==> config.mk <==
export PLATFORM = sky130hd
export DESIGN_NAME = vga_fb_arbiter
export DESIGN_NICKNAME = d
export VERILOG_FILES = /design/src/rtl/vga_fb_arbiter.sv
export SDC_FILE = /design/constraint.sdc
export NUM_CORES = 1
export LEC_CHECK = 0
export CORE_MARGIN = 4
export CORE_UTILIZATION = 30
export CTS_CLUSTER_DIAMETER = 120
export CTS_CLUSTER_SIZE = 14
export DETAILED_ROUTE_END_ITERATION = 10
export GPL_ROUTABILITY_DRIVEN = 0
export SYNTH_ARGS = -nofsm -noshare
export SYNTH_HDL_FRONTEND = slang
export SYNTH_SLANG_ARGS = --single-unit
==> constraint.sdc <==
create_clock -name clk -period 2.5 [get_ports clk]
set_input_delay 0.625 -clock clk [delete_from_list [all_inputs] [get_ports clk]]
set_output_delay 0.625 -clock clk [all_outputs]
set_load 0.01 [all_outputs]
==> src/rtl/vga_fb_arbiter.sv <==
// vga_fb_arbiter
// Shares a single-port framebuffer between the display line prefetcher and a
// pixel writer. A line fetch bursts LINE_WORDS reads into one bank of a
// ping-pong line buffer. Fetch has strict priority; the writer gets idle cycles.
//
// Ports
//   clk, arst_n        : clock, asynchronous active-low reset
//   fetch_start/_line  : line fetch request pulse and line index
//   fetch_busy/_done   : fetch in progress / line fully written (pulse)
//   fetch_err          : request rejected (busy or line out of range), pulse
//   wr_req/_addr/_data : writer request, held until wr_ack
//   wr_ack             : write issued to memory (pulse)
//   mem_addr/_we/_wdata: registered memory command
//   mem_rdata          : read data, valid the cycle after the address
//   lb_we/_addr/_data  : line buffer write port, lb_addr = {bank, word index}
//
// state  | meaning
// IDLE   | no fetch; writer may be granted
// FETCH  | issuing reads base+1 .. base+LINE_WORDS-1 (base+0 issued on accept)
// DRAIN  | last read in flight; fetch_done/last lb write follow one cycle later
module vga_fb_arbiter #(
    parameter int LINE_WORDS = 160,
    parameter int LINES      = 480,
    parameter int ADDR_W     = 17,
    parameter int DATA_W     = 32
) (
    input  logic                        clk,
    input  logic                        arst_n,
    input  logic                        fetch_start,
    input  logic [9:0]                  fetch_line,
    output logic                        fetch_busy,
    output logic                        fetch_done,
    output logic                        fetch_err,
    input  logic                        wr_req,
    input  logic [ADDR_W-1:0]           wr_addr,
    input  logic [DATA_W-1:0]           wr_data,
    output logic                        wr_ack,
    output logic [ADDR_W-1:0]           mem_addr,
    output logic                        mem_we,
    output logic [DATA_W-1:0]           mem_wdata,
    input  logic [DATA_W-1:0]           mem_rdata,
    output logic                        lb_we,
    output logic [$clog2(LINE_WORDS):0] lb_addr,
    output logic [DATA_W-1:0]           lb_data
);
    localparam int IW = $clog2(LINE_WORDS);

    typedef enum logic [1:0] {S_IDLE, S_FETCH, S_DRAIN} state_t;

    state_t              state_q, state_d;
    logic [IW-1:0]       i_q, i_d;
    logic [ADDR_W-1:0]   base_q, base_d;
    logic                bank_q, bank_d;
    logic [ADDR_W-1:0]   mem_addr_q, mem_addr_d;
    logic                mem_we_q, mem_we_d;
    logic [DATA_W-1:0]   mem_wdata_q, mem_wdata_d;
    logic                wr_ack_q, wr_ack_d;
    logic                rd_vld_q, rd_vld_d;
    logic [IW-1:0]       rd_idx_q, rd_idx_d;
    logic                lb_we_q, lb_we_d;
    logic [IW:0]         lb_addr_q, lb_addr_d;
    logic                busy_q, busy_d;
    logic                done_q, done_d;
    logic                err_q, err_d;

    logic                line_ok;
    logic                accept;
    logic                grant;
    logic [ADDR_W-1:0]   line_base;

    assign line_ok   = ({22'd0, fetch_line} < 32'(LINES));
    assign accept    = (state_q == S_IDLE) && fetch_start && line_ok;
    // A write may share the cycle of a rejected fetch request, but never
    // directly follows its own ack.
    assign grant     = (state_q == S_IDLE) && !accept && wr_req && !wr_ack_q;
    assign line_base = ADDR_W'(fetch_line) * ADDR_W'(LINE_WORDS);

    // State register
    always_ff @(posedge clk or negedge arst_n) begin
        if (!arst_n) begin
            state_q <= S_IDLE;
        end else begin
            state_q <= state_d;
        end
    end

    // Next-state logic
    always_comb begin
        state_d = state_q;
        case (state_q)
            S_IDLE:  if (accept) state_d = S_FETCH;
            S_FETCH: if (i_q == IW'(LINE_WORDS - 1)) state_d = S_DRAIN;
            S_DRAIN: state_d = S_IDLE;
            default: state_d = S_IDLE;
        endcase
    end

    // Output / datapath next values
    always_comb begin
        i_d         = i_q;
        base_d      = base_q;
        bank_d      = bank_q;
        mem_addr_d  = mem_addr_q;
        mem_we_d    = 1'b0;
        mem_wdata_d = mem_wdata_q;
        wr_ack_d    = 1'b0;
        rd_vld_d    = 1'b0;
        rd_idx_d    = rd_idx_q;
        err_d       = fetch_start && !accept;
        done_d      = (state_q == S_DRAIN);
        // Busy stays high through the cycle that carries fetch_done.
        busy_d      = (state_d != S_IDLE) || (state_q == S_DRAIN);
        // Line buffer write trails each presented read by one cycle.
        lb_we_d     = rd_vld_q;
        lb_addr_d   = rd_vld_q ? {bank_q, rd_idx_q} : lb_addr_q;

        case (state_q)
            S_IDLE: begin
                if (accept) begin
                    base_d     = line_base;
                    bank_d     = fetch_line[0];
                    mem_addr_d = line_base;
                    rd_vld_d   = 1'b1;
                    rd_idx_d   = '0;
                    i_d        = IW'(1);
                end else if (grant) begin
                    mem_we_d    = 1'b1;
                    mem_addr_d  = wr_addr;
                    mem_wdata_d = wr_data;
                    wr_ack_d    = 1'b1;
                end
            end
            S_FETCH: begin
                mem_addr_d = base_q + ADDR_W'(i_q);
                rd_vld_d   = 1'b1;
                rd_idx_d   = i_q;
                if (i_q == IW'(LINE_WORDS - 1)) begin
                    i_d = '0;
                end else begin
                    i_d = i_q + IW'(1);
                end
            end
            default: begin
            end
        endcase
    end

    always_ff @(posedge clk or negedge arst_n) begin
        if (!arst_n) begin
            i_q         <= '0;
            base_q      <= '0;
            bank_q      <= 1'b0;
            mem_addr_q  <= '0;
            mem_we_q    <= 1'b0;
            mem_wdata_q <= '0;
            wr_ack_q    <= 1'b0;
            rd_vld_q    <= 1'b0;
            rd_idx_q    <= '0;
            lb_we_q     <= 1'b0;
            lb_addr_q   <= '0;
            busy_q      <= 1'b0;
            done_q      <= 1'b0;
            err_q       <= 1'b0;
        end else begin
            i_q         <= i_d;
            base_q      <= base_d;
            bank_q      <= bank_d;
            mem_addr_q  <= mem_addr_d;
            mem_we_q    <= mem_we_d;
            mem_wdata_q <= mem_wdata_d;
            wr_ack_q    <= wr_ack_d;
            rd_vld_q    <= rd_vld_d;
            rd_idx_q    <= rd_idx_d;
            lb_we_q     <= lb_we_d;
            lb_addr_q   <= lb_addr_d;
            busy_q      <= busy_d;
            done_q      <= done_d;
            err_q       <= err_d;
        end
    end

    assign fetch_busy = busy_q;
    assign fetch_done = done_q;
    assign fetch_err  = err_q;
    assign wr_ack     = wr_ack_q;
    assign mem_addr   = mem_addr_q;
    assign mem_we     = mem_we_q;
    assign mem_wdata  = mem_wdata_q;
    assign lb_we      = lb_we_q;
    assign lb_addr    = lb_addr_q;
    // The line buffer captures memory read data directly; forced to zero when
    // no line buffer write is in progress so reset leaves every output at 0.
    assign lb_data    = lb_we_q ? mem_rdata : '0;

endmodule

==> metrics.csv <==
metric;value;unit
fin. max-slew vios;0;
Finish-stage setup viols;0;
DR iter-0 viols;217;
Crit. Startpoint;fetch_line[0];
r2r startpoint;i_q[5]$_DFFE_PN0P_;
# fillers;1470;
TNS Setup;0;ns
initial core utilization;30.48;%
RR Endpoint;mem_addr[15]$_DFFE_PN0P_;
cells taking the most area after synthesis;dfrtp_1 49%, mux2_2 9.8%, ha_1 5.2%;
Synth area leader;dfrtp_1;
wire per inst;15.96;um
cell mode on critical path;ha_2;
share of layout cells above drive strength 1;18.37;%
EDFF count, synth;0;
FMAX;0.4125;GHz
final hold viol count;0;
crit path kind;in2reg;
cell leakage power;0.003326;uW
number of vias per cell;4.695;
crit-path max FO;2;
largest net degree at the start of global routing;48;
hold_ws;0.3066;ns
register area share after synthesis;48.93;%
GRT Util Overall;15.41;%
Placed Cells;861;
Critical Path AT;2.65;ns
worst skew pair latency;0.34;ns
antenna violations before repair;0;
Synth Area per Inst;10.83;um^2
synthesized area;4807;um^2
slew margin rel.;58.51;%
CP cell instances;clkdlybuf4s50_1 > ha_2 > ha_2 > fa_2 > a21o_1 > a21oi_2 > xor2_1 > o21ai_0 > a32o_1;
Synth Flop Type;dfrtp_1;
die height;134.6;um
Tcrit/Tclk final;96.97;%
clock slew at reported path FFs;0.06;ns
PD cells;476.8;nW/um^2
synth warn;0;
total grt overflow;0;
clock skew;0.007312;ns
clk sinks;94;
synth-to-layout area growth;57.44;%
Die X-Extent;134.6;um
overall power;3608;uW
Layout Nets;776;
FFs w/ async S/R, synth;100.0;%
die area;18110;um^2
Top Ports;191;
Mapped Nets;561;
worst vdd ir;0.2838;mV
drt total wl;14.05;mm
CTS tree;built;
FF-to-FF path depth;7;
number of routed nets with antenna violations;0;
post-synthesis instance total;444;
Pre-antenna DRT Iters;4;
Hold Buf Count CTS;0;
status;finished, final reports clean;
DRC Markers;0;
CTS Buf Count;9;
PortBufs;190;
vias in the first global route;4337;
crit-path max cell delay;0.44;ns
most common cell after layout, fill and taps aside;clkdlybuf4s50_1;
slowest cell on the critical path;clkdlybuf4s50_1;
Core ar.;15770;um^2
H-tree depth;3;
Yosys cell types;57;
# rows;46;
commonest non-fill, non-tap cells in the layout;182 x clkdlybuf4s50_1, 93 x dfrtp_1, 49 x nand2_1, 42 x mux2_2, 35 x buf_4;
CP Capture Type;flop;
WP data required;2.72;ns
FF+latch count, synth;94;
Least-Margin Pin Slew;0.6223;ns
r2r setup slk;0.24;ns
Final Non-Filler Cells;880;
first-pass GRT wire length;22.51;mm
worst hold path class;in2async;
n_diodes;0;
minimum clock period;2.424;ns
via count;4132;
CTS Buffer Depth;2;
max-cap viol count;0;
Root Buffer Master;clkbuf_16;
post-synth top area share;48.93;%
CP startpoint kind;primary input;
HPWL after detailed placement;10.86;mm
-- sequential cells by signal, indices dropped and copies added, names as in the netlist --
register,count
rd_idx_q,8
base_q,12
lb_we,1
lb_we_d,1
fetch_err,1
mem_wdata,32
fetch_done,1
mem_addr,17
lb_addr,9
wr_ack,1
i_q,8
state_q,2
fetch_busy,1
-- routing by layer --
layer | up-vias | part of all wire [%] | global-route usage [%]
met1 | 1989 | 41 | 19.08
met4 | 0 | 1.8 | 4.864
met3 | 18 | 5.3 | 2.943
met5 | - | 0 | 0
li1 | 2008 | - | -
met2 | 117 | 52 | 27.18
-- synth_stat cells, types with 2 or more instances --
library cell	number
o31a_1	2
o41ai_1	2
a22o_1	5
mux2_2	42
fa_1	2
nor3_1	6
buf_4	3
xnor2_1	5
o31ai_1	5
nand2b_1	4
a221oi_1	5
buf_6	5
xor2_1	7
nor2b_1	2
buf_2	8
a211oi_1	5
clkbuf_1	7
and3_1	3
nand3_2	2
and2_1	34
o21ai_0	25
nand3_1	11
nor2_1	26
a31oi_1	5
inv_1	6
nand4_1	4
o22ai_1	5
a41oi_1	2
nand2_1	49
a21oi_1	13
dfrtp_1	94
mux2i_1	3
ha_1	20
a21o_1	4
-- power breakdown --
group / switching [uW] / internal [uW] / total (uW)
Combinational: 220 / 348 / 568
Clock: 585 / 880 / 1470
Sequential: 26.0 / 1550 / 1580
Total: 832 / 2780 / 3610
-- critical path, delay by kind of cell --
family | cells | cell delay [ns]
AO/OA/AOI/OAI | 4 | 0.65
XOR/XNOR | 1 | 0.19
adder cells (fa/ha/maj) | 3 | 0.73
buffers and inverters | 1 | 0.44
-- cell families after synthesis --
kind of cell / count (synthesis) / synth area share, %
simple gates: 150 / 15.83
flops: 94 / 48.93
compound gates: 90 / 12.91
mux: 45 / 10.46
buf+inv: 31 / 3.644
fa+ha+maj: 22 / 6.039
xor+xnor: 12 / 2.186
-- timing repair --
action | CTS | global route
setup buffers | 0 | 3
gates resized for setup | 13 | 10
pin swaps | 3 | 7
endpoints found under the hold margin | 0 | 0
setup endpoints to repair | 40 | 9
-- cell type report --
cell class | count | area, um^2 | area share [%]
Inverter | 7 | 26.28 | 0.3472
Timing Repair Buffer | 228 | 2241 | 29.61
Tap cell | 216 | 270.3 | 3.571
Sequential cell | 94 | 2354 | 31.10
Clock inverter | 7 | 95.09 | 1.256
Multi-Input combinational cell | 319 | 2357 | 31.15
Clock buffer | 9 | 225.2 | 2.976
-- per-stage QoR --
step	worst slack [ns]	cell area [um^2]	util, %
CTS	0.005717	7496	47.53
global route	-0.01089	7569	47.99
finish	0.07568	7569	47.99
detailed placement	-0.5459	7141	45.28
floorplan	0.04210	4807	-
global placement	-0.4972	7141	45.28
-- worst max-delay path by stage --
stage                                     to  slack, ns
global placement    mem_addr[12]$_DFFE_PN0P_      -0.50
global route        mem_addr[12]$_DFFE_PN0P_      -0.01
floorplan           mem_addr[12]$_DFFE_PN0P_       0.04
CTS                 mem_addr[15]$_DFFE_PN0P_      0.006
finish              mem_addr[12]$_DFFE_PN0P_       0.08
detailed placement  mem_addr[16]$_DFFE_PN0P_      -0.55
(Power assumes the default switching activity.)
==> patch 1 (same flow settings) <==
Change the parameter `DATA_W` from 32 to 64.
--- a/src/rtl/vga_fb_arbiter.sv
+++ b/src/rtl/vga_fb_arbiter.sv
@@ -22,7 +22,7 @@
     parameter int LINE_WORDS = 160,
     parameter int LINES      = 480,
     parameter int ADDR_W     = 17,
-    parameter int DATA_W     = 32
+    parameter int DATA_W     = 64
 ) (
     input  logic                        clk,
     input  logic                        arst_n,
Interface: changed (resized lb_data, mem_rdata, mem_wdata and wr_data); port bits go from 191 to 319. No check against the original RTL was run, so the function may have changed too.
==> patch 1 against the original RTL <==
Critical endpoint is now lb_data[42]; register-to-register slack improved by 310 ps; area after synthesis increased by 28%; power increased by 53%; first-iteration DRC count decreased by 6.9%; sequential cell count increased by 32; core utilization increased by 5.2 points; setup slack got worse by 50 ps; highest routed layer unchanged; largest cell class is now non-clock buffers; routed wire length increased by 66%; via count increased by 34%; clock skew increased by 1.2 ps; cell area increased by 42%.
==> patch 1: results <==
[power_and_ir_drop]
comb_power_uw = 915
peakVddDrop_mv = 0.502
power.static_leakage_nw = 4.78
power_density_mw_per_mm2 = 513
internal-power_mw = 4.18
seq_power_share_pct = 39.0

[clock_tree]
total_clock_buffers_created_by_cts = 17
cts-resized-gates = 8
clkLatencyLatePin_ps = 420
htree_levels = 4

[drt]
detailroute.wirelength.met2_mm = 12.9
drtIter0Drc = 202
detailroute.wirelength.met3_mm = 1.57
vias_per_cell = 4.63
routed_met1_length_mm = 8.10
total_vias_in_the_final_route = 5550
drt_wl_total_mm = 23.4

[finish]
finish.net_count = 1091
largest_register_ffs = 64
final_layout_size_suffix_gt1_share_pct = 15.3
layout.filler_cells = 1839
seq_area_mm2 = 0.00315

[setup_path]
worst_path_largest_cell_delay_ps = 580
critical_path.max_fanout = 1
timing.critical_path.max_delay_family = "buffers and inverters"
reg2reg_depth = 6
worst-endpoint-arrival_ps = 1850
capturing_element_of_the_worst_setup_path = "lb_data[42]"
reg2reg_from = "i_q[7]"
setup.reg_to_reg.worst_slack_ps = 550
reg2reg_capture_point = "mem_addr[16]"
crit_start = "mem_rdata[42]"

[status]
outcome = "finished clean"

[synthesis]
synth.area.top_cells = "sky130_fd_sc_hd__dfrtp_1 51%, sky130_fd_sc_hd__mux2_1 8.9%, sky130_fd_sc_hd__and2_1 7.1%"
synth.yosys.seq_area_share_pct = 51.1
async_flop_share_pct = 100
ys_types = 53
syn_avg_cell_area_um2 = 11.3
synth_commonest_cells = "126 x sky130_fd_sc_hd__dfrtp_1, 70 x sky130_fd_sc_hd__and2_1, 49 x sky130_fd_sc_hd__mux2_1, 49 x sky130_fd_sc_hd__nand2_1, 27 x sky130_fd_sc_hd__o21ai_0"

[grt]
first_global_vias = 5455
grt_use_met1_pct = 19.8
maximum_number_of_pins_on_one_net_before_global_route_repair = 66
use_met3_pct = 5.12
grt.total_usage_pct = 19.4
antenna_found_initial = 5
grt_first_pass_wirelength_mm = 32.6
globalRouteMet2Util_pct = 36.2

[timing]
clock-skew-final_ps = 8.53
max_clock_freq_mhz = 404
slew_headroom_pct = 57.6

[placed_design]
preCtsSetupSlack_ps = -655
placed_area_mm2 = 0.0101
placed_cells = 1160
port-buffer-count = 318
dp.final_hpwl_mm = 19.2
## patch 1: final cells by class
cell class	count	area share (%)
Inverter	6	0.209
Timing Repair Buffer	379	35.0
Clock inverter	14	1.48
Tap cell	270	3.14
Clock buffer	18	3.98
Antenna cell	5	0.116
Multi-Input combinational cell	380	26.8
Sequential cell	126	29.3
## patch 1: through the flow
| step | TNS [ps] | hold slack (ps) |
|---|---|---|
| CTS | 0 | 176 |
| global placement | -14320 | 466 |
| finish | 0 | 176 |
| floorplan | 0 | 329 |
| detailed placement | -14560 | 473 |
| global route | -3.30 | 194 |
## patch 1: cells by family (layout without fill, tap and decap cells)
kind of cell	Yosys count	after routing	share of synthesized area (%)
xor gates and xnor gates	11	11	1.56
DFF	126	126	51.1
buffers and inverters	39	417	3.39
muxes	77	77	14.1
adders and majority gates	22	22	4.71
other	0	5	0
and+or+nand+nor	185	185	15.8
AOI/OAI and AO/OA	85	85	9.33
==> patch 2 (same flow settings) <==
Made on the original files. `i_q`, `mem_addr_q`, `mem_wdata_q` and `lb_addr_q` no longer have a reset.
--- a/src/rtl/vga_fb_arbiter.sv
+++ b/src/rtl/vga_fb_arbiter.sv
@@ -147,36 +147,35 @@
 
     always_ff @(posedge clk or negedge arst_n) begin
         if (!arst_n) begin
-            i_q         <= '0;
             base_q      <= '0;
             bank_q      <= 1'b0;
-            mem_addr_q  <= '0;
             mem_we_q    <= 1'b0;
-            mem_wdata_q <= '0;
             wr_ack_q    <= 1'b0;
             rd_vld_q    <= 1'b0;
             rd_idx_q    <= '0;
             lb_we_q     <= 1'b0;
-            lb_addr_q   <= '0;
             busy_q      <= 1'b0;
             done_q      <= 1'b0;
             err_q       <= 1'b0;
         end else begin
-            i_q         <= i_d;
             base_q      <= base_d;
             bank_q      <= bank_d;
-            mem_addr_q  <= mem_addr_d;
             mem_we_q    <= mem_we_d;
-            mem_wdata_q <= mem_wdata_d;
             wr_ack_q    <= wr_ack_d;
             rd_vld_q    <= rd_vld_d;
             rd_idx_q    <= rd_idx_d;
             lb_we_q     <= lb_we_d;
-            lb_addr_q   <= lb_addr_d;
             busy_q      <= busy_d;
             done_q      <= done_d;
             err_q       <= err_d;
         end
+    end
+
+    always_ff @(posedge clk) begin
+        i_q         <= i_d;
+        mem_addr_q  <= mem_addr_d;
+        mem_wdata_q <= mem_wdata_d;
+        lb_addr_q   <= lb_addr_d;
     end
 
     assign fetch_busy = busy_q;
Function: changed (a bounded check fails within 4 cycles, from zero or initial values and one cycle with arst_n low).
==> patch 2 against the original RTL <==
Setup slack worse by 2.4 ps; sequential cell count did not move; routed wire length shrank 15%; hold slack better by 150 ps; count of clock-buffer cells in the layout is the same; cell area shrank 7.5%; sequential share of layout area is 7.2 points higher; area after synthesis decreased by 11%; largest cell class is now flip-flops and latches; highest routed layer unchanged.
Power is not compared: it rests on default switching activity, and its combinational part moved more than twofold at a synthesized area within 25%.
==> patch 2: results <==
[status]
outcome = "finished clean"

[synthesis]
async_flop_share_pct = 29.8
synth_commonest_cells = "66 x sky130_fd_sc_hd__edfxtp_1, 43 x sky130_fd_sc_hd__nand2_1, 34 x sky130_fd_sc_hd__and2_1"
synth.area.top_cells = "sky130_fd_sc_hd__edfxtp_1 46%, sky130_fd_sc_hd__dfrtp_1 16%, sky130_fd_sc_hd__ha_1 5.8%"
syn_avg_cell_area_um2 = 12.9
synth.yosys.seq_area_share_pct = 62.5
net_count_after_synthesis = 450
ys_types = 43
synth-edff-count = 66
synth.yosys.warnings = 0

[setup_path]
worst-endpoint-arrival_ps = 2520
crit_path_top_delay_cell = "sky130_fd_sc_hd__clkdlybuf4s50_1"
timing.critical_path.max_delay_family = "adder cells"
worst_path_largest_cell_delay_ps = 420
critical_path.max_fanout = 3

[timing]
tightestPinTransition_ps = 532
slew_violations = 0
clock-skew-final_ps = 8.60

[placed_design]
port-buffer-count = 190
dp.final_hpwl_mm = 9.38
placed_area_mm2 = 0.00663
preCtsSetupSlack_ps = -607
placed_cells = 720

[clock_tree]
clk_path_buf_depth = 2
htree_levels = 3
cts_root_buffer = "sky130_fd_sc_hd__clkbuf_16"
total_clock_buffers_created_by_cts = 9
clkLatencyLatePin_ps = 340
clk_pin_slew_ps = 70

[drt]
routed_length_per_placed_instance_um = 16.1
drtIter0Drc = 150
dr_pass1_iterations = 5
total_vias_in_the_final_route = 3387
vias_per_cell = 4.60

[grt]
grt_first_pass_wirelength_mm = 18.4
maximum_number_of_pins_on_one_net_before_global_route_repair = 34
first_global_vias = 3471
grt.total_usage_pct = 14.3
antenna_found_initial = 0

[power_and_ir_drop]
power.static_leakage_nw = 2.81
peakVddDrop_mv = 0.530

[finish]
antenna-diode-count = 0
final_layout_size_suffix_gt1_share_pct = 12.9
largest_register_ffs = 32
finish.net_count = 669

[worst_hold_path]
worst_hold_path_type = "flip-flop to flip-flop"
==> patch 2: cell type report <==
type / count / area (µm²)
fill: 1168 / 6930
clock buffer: 9 / 225
inverter: 5 / 18.8
timing repair buffer: 222 / 2160
clock inverter: 7 / 63.8
sequential: 94 / 2680
multi-input combinational: 220 / 1630
tap: 180 / 225
==> patch 2: final timing paths <==
kind	from	endpoint	slack [ps]	cells past startpoint
worst max-delay path	fetch_line[8]	mem_addr[15]	70	8
worst min-delay path	rd_idx_q[5]	lb_addr[5]	460	0
worst max register to register	i_q[5]	mem_addr[15]	370	7
worst min register to register	rd_idx_q[5]	lb_addr[5]	460	0
max in group asynchronous	arst_n	lb_we	1540	2
min in group asynchronous	arst_n	rd_idx_q[5]	660	2
==> patch 2: through the flow <==
step | hold slack [ps] | util [%] | power (mW)
CTS | 461 | 49.9 | 6.70
floorplan | 329 | - | 3.96
global route | 467 | 50.3 | 7.06
finish | 460 | 50.3 | 6.64
detailed placement | 443 | 47.6 | 5.34
global placement | 439 | 47.6 | 5.29
==> patch 2: cell families (layout without fill, tap and decap cells) <==
logic type | Yosys count | count (layout) | synth area share, %
and+or+nand+nor | 124 | 124 | 15.1
DFF | 94 | 94 | 62.5
AOI/OAI and AO/OA | 51 | 51 | 8.71
adders and majority gates | 22 | 22 | 6.76
xor gates and xnor gates | 22 | 22 | 4.49
buffers and inverters | 19 | 243 | 2.21
muxes | 1 | 1 | 0.233
==> patch 2: power breakdown <==
group / total (mW) / switching, mW / internal, mW
clock: 1.31 / 0.613 / 0.695
sequential: 2.76 / 0.400 / 2.36
combinational: 2.57 / 1.15 / 1.42
total: 6.64 / 2.16 / 4.47
==> patch 2: per-layer routing <==
| layer | track usage, % | vias up | wire (µm) |
|---|---|---|---|
| met2 | 24.3 | 135 | 5600 |
| met1 | 17.7 | 1599 | 5190 |
| met4 | 4.87 | 0 | 179 |
| met3 | 3.89 | 12 | 903 |
| met5 | 0 | - | 0 |
| li1 | - | 1641 | - |
==> patch 2: what timing repair did <==
item	CTS	global route
pin swaps	11	11
setup buffers	0	1
resized for setup	14	11
endpoints found under the setup margin	40	5
